--- src/rtl/addsub_pkg.sv ---
`default_nettype none
// ============================================================================
// Module   : addsub_pkg
// Purpose  : Shared types and constants for the add/subtract accumulator
//            controller: sequencer states, default widths and signed limits.
// Revision : 1.0 - initial release
// ============================================================================
package addsub_pkg;

  // Sequencer states, fixed 3-bit encoding
  typedef enum logic [2:0] {
    IDLE   = 3'd0,
    ISSUE  = 3'd1,
    COMMIT = 3'd2,
    ERROR  = 3'd3,
    FULL   = 3'd4
  } state_t;

  localparam int W_DEF       = 5;
  localparam int MAX_OPS_DEF = 8;

  // Accumulator zero and signed range limits for the default width
  localparam logic signed [W_DEF-1:0] ACC_ZERO = '0;
  localparam int S_MAX = 15;
  localparam int S_MIN = -16;

endpackage
`default_nettype wire

--- src/rtl/btn_sync_edge.sv ---
`default_nettype none
// ============================================================================
// Module   : btn_sync_edge
// Purpose  : Two-flop synchroniser for a raw button plus a rising-edge
//            detector; provides both the synchronised level and a one-cycle
//            pulse per press.
// Revision : 1.0 - initial release
// ============================================================================
module btn_sync_edge (
  input  logic CLK,
  input  logic RST_N,
  input  logic btn,
  output logic level,
  output logic pulse
);

  logic sync1;
  logic sync2;
  logic sync_d;

  // Metastability chain followed by one history flop for edge detection
  always_ff @(posedge CLK) begin
    if (!RST_N) begin
      sync1  <= 1'b0;
      sync2  <= 1'b0;
      sync_d <= 1'b0;
    end else begin
      sync1  <= btn;
      sync2  <= sync1;
      sync_d <= sync2;
    end
  end

  assign level = sync2;
  assign pulse = sync2 & ~sync_d;

endmodule
`default_nettype wire

--- src/rtl/addsub_accum_ctrl.sv ---
`default_nettype none
// ============================================================================
// Module   : addsub_accum_ctrl
// Purpose  : Sequencer for the shared signed add/subtract datapath. Captures
//            one operand per enter press, issues it against the accumulator,
//            and commits the datapath result only when it reports no
//            overflow. Tracks a sticky overflow flag and committed-op count.
// Revision : 1.0 - initial release
// ============================================================================
module addsub_accum_ctrl
  import addsub_pkg::*;
#(
  parameter int W       = W_DEF,
  parameter int MAX_OPS = MAX_OPS_DEF,
  parameter int CW      = 4
) (
  input  logic          CLK,
  input  logic          RST_N,
  input  logic          btn_enter,
  input  logic          btn_clear,
  input  logic          sub_sel,
  input  logic [W-1:0]  sw_operand,
  output logic [W-1:0]  dp_a,
  output logic [W-1:0]  dp_b,
  output logic          dp_sub,
  input  logic [W-1:0]  dp_sum,
  input  logic          dp_valid,
  output logic [W-1:0]  acc,
  output logic          ovf,
  output logic          full,
  output logic          busy,
  output logic          done,
  output logic [CW-1:0] op_count
);

  localparam logic [CW-1:0] MAX_CNT = CW'(MAX_OPS);

  state_t        state;
  logic [W-1:0]  operand;
  logic          sub_reg;
  logic          enter_pulse;
  logic          clear_s;
  logic          enter_level_unused;
  logic          clear_edge_unused;
  logic [CW-1:0] next_count;

  btn_sync_edge u_enter_sync (
    .CLK   (CLK),
    .RST_N (RST_N),
    .btn   (btn_enter),
    .level (enter_level_unused),
    .pulse (enter_pulse)
  );

  // Clear is level-sensed, so only the synchronised level is consumed
  btn_sync_edge u_clear_sync (
    .CLK   (CLK),
    .RST_N (RST_N),
    .btn   (btn_clear),
    .level (clear_s),
    .pulse (clear_edge_unused)
  );

  assign next_count = op_count + CW'(1);

  // Operand capture, issue/commit sequencing and result bookkeeping
  always_ff @(posedge CLK) begin
    if (!RST_N) begin
      state    <= IDLE;
      acc      <= '0;
      operand  <= '0;
      sub_reg  <= 1'b0;
      op_count <= '0;
      ovf      <= 1'b0;
      done     <= 1'b0;
    end else begin
      done <= 1'b0;
      case (state)
        IDLE: begin
          // Clear wins over a coincident enter; that enter is dropped
          if (clear_s) begin
            acc      <= '0;
            op_count <= '0;
            ovf      <= 1'b0;
            state    <= IDLE;
          end else if (enter_pulse) begin
            operand <= sw_operand;
            sub_reg <= sub_sel;
            state   <= ISSUE;
          end
        end
        ISSUE: begin
          // Settle cycle for the combinational datapath
          state <= COMMIT;
        end
        COMMIT: begin
          done <= 1'b1;
          if (dp_valid) begin
            acc      <= dp_sum;
            op_count <= next_count;
            state    <= (next_count == MAX_CNT) ? FULL : IDLE;
          end else begin
            ovf   <= 1'b1;
            state <= ERROR;
          end
        end
        ERROR, FULL: begin
          // Only a clear leaves these terminal states
          if (clear_s) begin
            acc      <= '0;
            op_count <= '0;
            ovf      <= 1'b0;
            state    <= IDLE;
          end
        end
        default: state <= IDLE;
      endcase
    end
  end

  assign dp_a   = acc;
  assign dp_b   = operand;
  assign dp_sub = sub_reg;
  assign busy   = (state == ISSUE) || (state == COMMIT);
  assign full   = (op_count == MAX_CNT);

endmodule
`default_nettype wire

--- config.mk ---
export PLATFORM = sky130hd
export DESIGN_NAME = addsub_accum_ctrl
export DESIGN_NICKNAME = d
export VERILOG_FILES = /design/src/rtl/addsub_pkg.sv /design/src/rtl/btn_sync_edge.sv /design/src/rtl/addsub_accum_ctrl.sv
export SDC_FILE = /design/constraint.sdc
export NUM_CORES = 1
export LEC_CHECK = 0
export ABC_AREA = 0
export CAP_MARGIN = 20
export CORE_UTILIZATION = 47
export DETAILED_ROUTE_END_ITERATION = 6
export HOLD_SLACK_MARGIN = 0.06
export PLACE_DENSITY = 0.83
export SETUP_SLACK_MARGIN = 0.3
export SLEW_MARGIN = 10
export SYNTH_ARGS = -nofsm -noshare
export SYNTH_HDL_FRONTEND = slang
export SYNTH_HIERARCHICAL = 1
export SYNTH_SLANG_ARGS = --single-unit
--- constraint.sdc ---
create_clock -name CLK -period 3.85 [get_ports CLK]
set_input_delay 0.5775 -clock CLK [delete_from_list [all_inputs] [get_ports CLK]]
set_output_delay 0.5775 -clock CLK [all_outputs]
set_load 0.01 [all_outputs]
==> flow_summary.json <==
{
  "ant_nets": 0,
  "final_cell_area_um2": 1480,
  "grt_pass1_wl_um": 3520,
  "cts_resized": 0,
  "final_hold_viol_count": 0,
  "grt_overflow_total": 0,
  "holdPathStages": 1,
  "slew_headroom_pct": 67.1,
  "cp_slowest_cell": "dfxtp_1",
  "grt_max_degree": 14,
  "clkLatencyLatePin_ns": 0.30,
  "fillCellCount": 190,
  "cp.arrival_ns": 1.81,
  "fin_crit_ns": 2.39,
  "gr-usage-met3_pct": 3.03,
  "io_buffer_count": 39,
  "multiInputGateArea_um2": 505,
  "syn_avg_cell_area_um2": 10.2,
  "dp_hpwl_um": 1660,
  "cts.sinks": 25,
  "netlist_area_um2": 1090,
  "clk_pin_slew_ns": 0.12,
  "leakagePower_nw": 0.586,
  "track_usage_pct": 18.5,
  "htreeDepth": 1,
  "num_vias": 862,
  "setup_slack_ns": 1.46,
  "hold_buffers": 0,
  "antenna_found_initial": 0,
  "die_w_um": 50.3,
  "coreArea_um2": 2210,
  "drive_gt1_share_pct": 6.38,
  "worstMarginPinSlew_ns": 0.489,
  "path_cells": "or2b_1 > a21oi_1 > clkdlybuf4s50_1",
  "postPlaceCellArea_um2": 1450,
  "cts.path.max_buffers": 2,
  "yosysWarnings": 6,
  "nets": 161,
  "drt_first_pass_iters": 4,
  "critPathTopFamily": "flip-flops",
  "wl_per_cell_um": 12.7,
  "worstPathRequired_ns": 3.27,
  "max_stage_delay_ns": 0.56,
  "post_cts_buffers": 0,
  "dieArea_um2": 2530,
  "path_max_fanout": 12,
  "rows": 17,
  "groute.layer.met1.usage_pct": 20.7,
  "grt_use_met2_pct": 34.2,
  "cp-start-kind": "register",
  "syn_nets": 126,
  "routabilityCongestion": 0.826,
  "maxCapViolations": 0,
  "status": "finished clean",
  "busiest_layer": "met2",
  "ios": 40,
  "worst-r2r-setup-slack_ns": 2.29,
  "setup_violations": 0,
  "worstSetupPathType": "reg2out",
  "root_buffer": "clkbuf_4",
  "synthCells": 107,
  "die_h_um": 50.3,
  "area_delta_synth_final_pct": 34.9,
  "hold_class": "reg2reg",
  "endpoint_kind": "output port",
  "pre_cts_ws_ns": 1.49,
  "rsz0062_at_grt": "no",
  "r2r_cells": 3,
  "grt_pass1_vias": 811,
  "cts_tree": "done",
  "power_density_nw_per_um2": 316,
  "drcViolationCount": 0,
  "initial_core_util_pct": 49.5,
  "drv_slew": 0,
  "tns_ns": 0,
  "routed_wl_um": 2140,
  "finalPower_w": 0.000466,
  "fin_skew_ns": 0.00537,
  "diodes": 0,
  "fin_crit_sh_pct": 62.1,
  "seqCellArea_um2": 500,
  "via_per_inst": 5.10,
  "max_freq_ghz": 0.419,
  "drtIter0Drc": 8,
  "cts_buffers": 3,
  "critical_path_depth": 3,
  "peakVddDrop_v": 0.000220,
  "crit_buf_inv": 1
}
[registers in the layout, indices dropped and copies added (netlist names)]
name	count
op_count	4
ovf	1
u_enter_sync/sync_d	1
u_enter_sync/sync1	1
acc	5
dp_b	5
u_clear_sync/level	1
done	1
u_clear_sync/sync1	1
dp_sub	1
u_enter_sync/level	1
state	3
[worst reg2reg max path, stage by stage, from the launching register on]
cell,delay (ns)
dfxtp_1,0.56
and4bb_2,0.30
nor4_4,0.44
a22o_1,0.21
[final timing paths]
| kind | from | endpoint |
|---|---|---|
| setup / recovery | state[0] | busy |
| hold / removal | u_enter_sync/sync1 | u_enter_sync/level |
| setup reg to reg | state[0] | acc[3] |
| hold reg to reg | u_enter_sync/sync1 | u_enter_sync/level |
[layout by cell type (no fill, tap or decap), types with 2 or more instances in the layout]
master / n
clkdlybuf4s50_1: 39
dfxtp_1: 25
nor2_1: 9
and2_1: 6
mux2i_1: 6
a22o_1: 6
inv_1: 4
nand2_1: 4
o21ai_0: 4
nand2b_1: 3
a21oi_1: 3
nand3_1: 3
ha_1: 3
clkbuf_4: 3
nor3_1: 2
nor2b_1: 2
[through the flow]
step / util [%] / hold WS [ns] / std cells
after floorplan: - / 0.406 / 107
after global routing: 66.7 / 0.464 / 169
after CTS: 66.7 / 0.452 / 169
after detailed placement: 65.6 / 0.421 / 165
after global placement: 65.6 / 0.412 / 165
final: 66.7 / 0.453 / 169
[area by class of cell]
cell class	count	share of cell area [%]
Multi-Input combinational cell	68	34.2
Sequential cell	25	33.9
Timing Repair Buffer	39	26.4
Tap cell	28	2.37
Clock buffer	4	1.78
Inverter	5	1.27
[layer usage]
metal,vias to the layer above,part of all wire [%]
met4,0,0.75
met1,405,43
li1,435,-
met3,2,3.6
met2,20,53
met5,-,0
[power by group]
part           switching (W)  internal, W  leakage [nW]  total [W]
registers          0.0000120     0.000268         0.203   0.000280
logic              0.0000294    0.0000456         0.367  0.0000750
clock network      0.0000705    0.0000403        0.0150   0.000111
total               0.000112     0.000354         0.586   0.000466
Power figures use the tool's default switching activity.
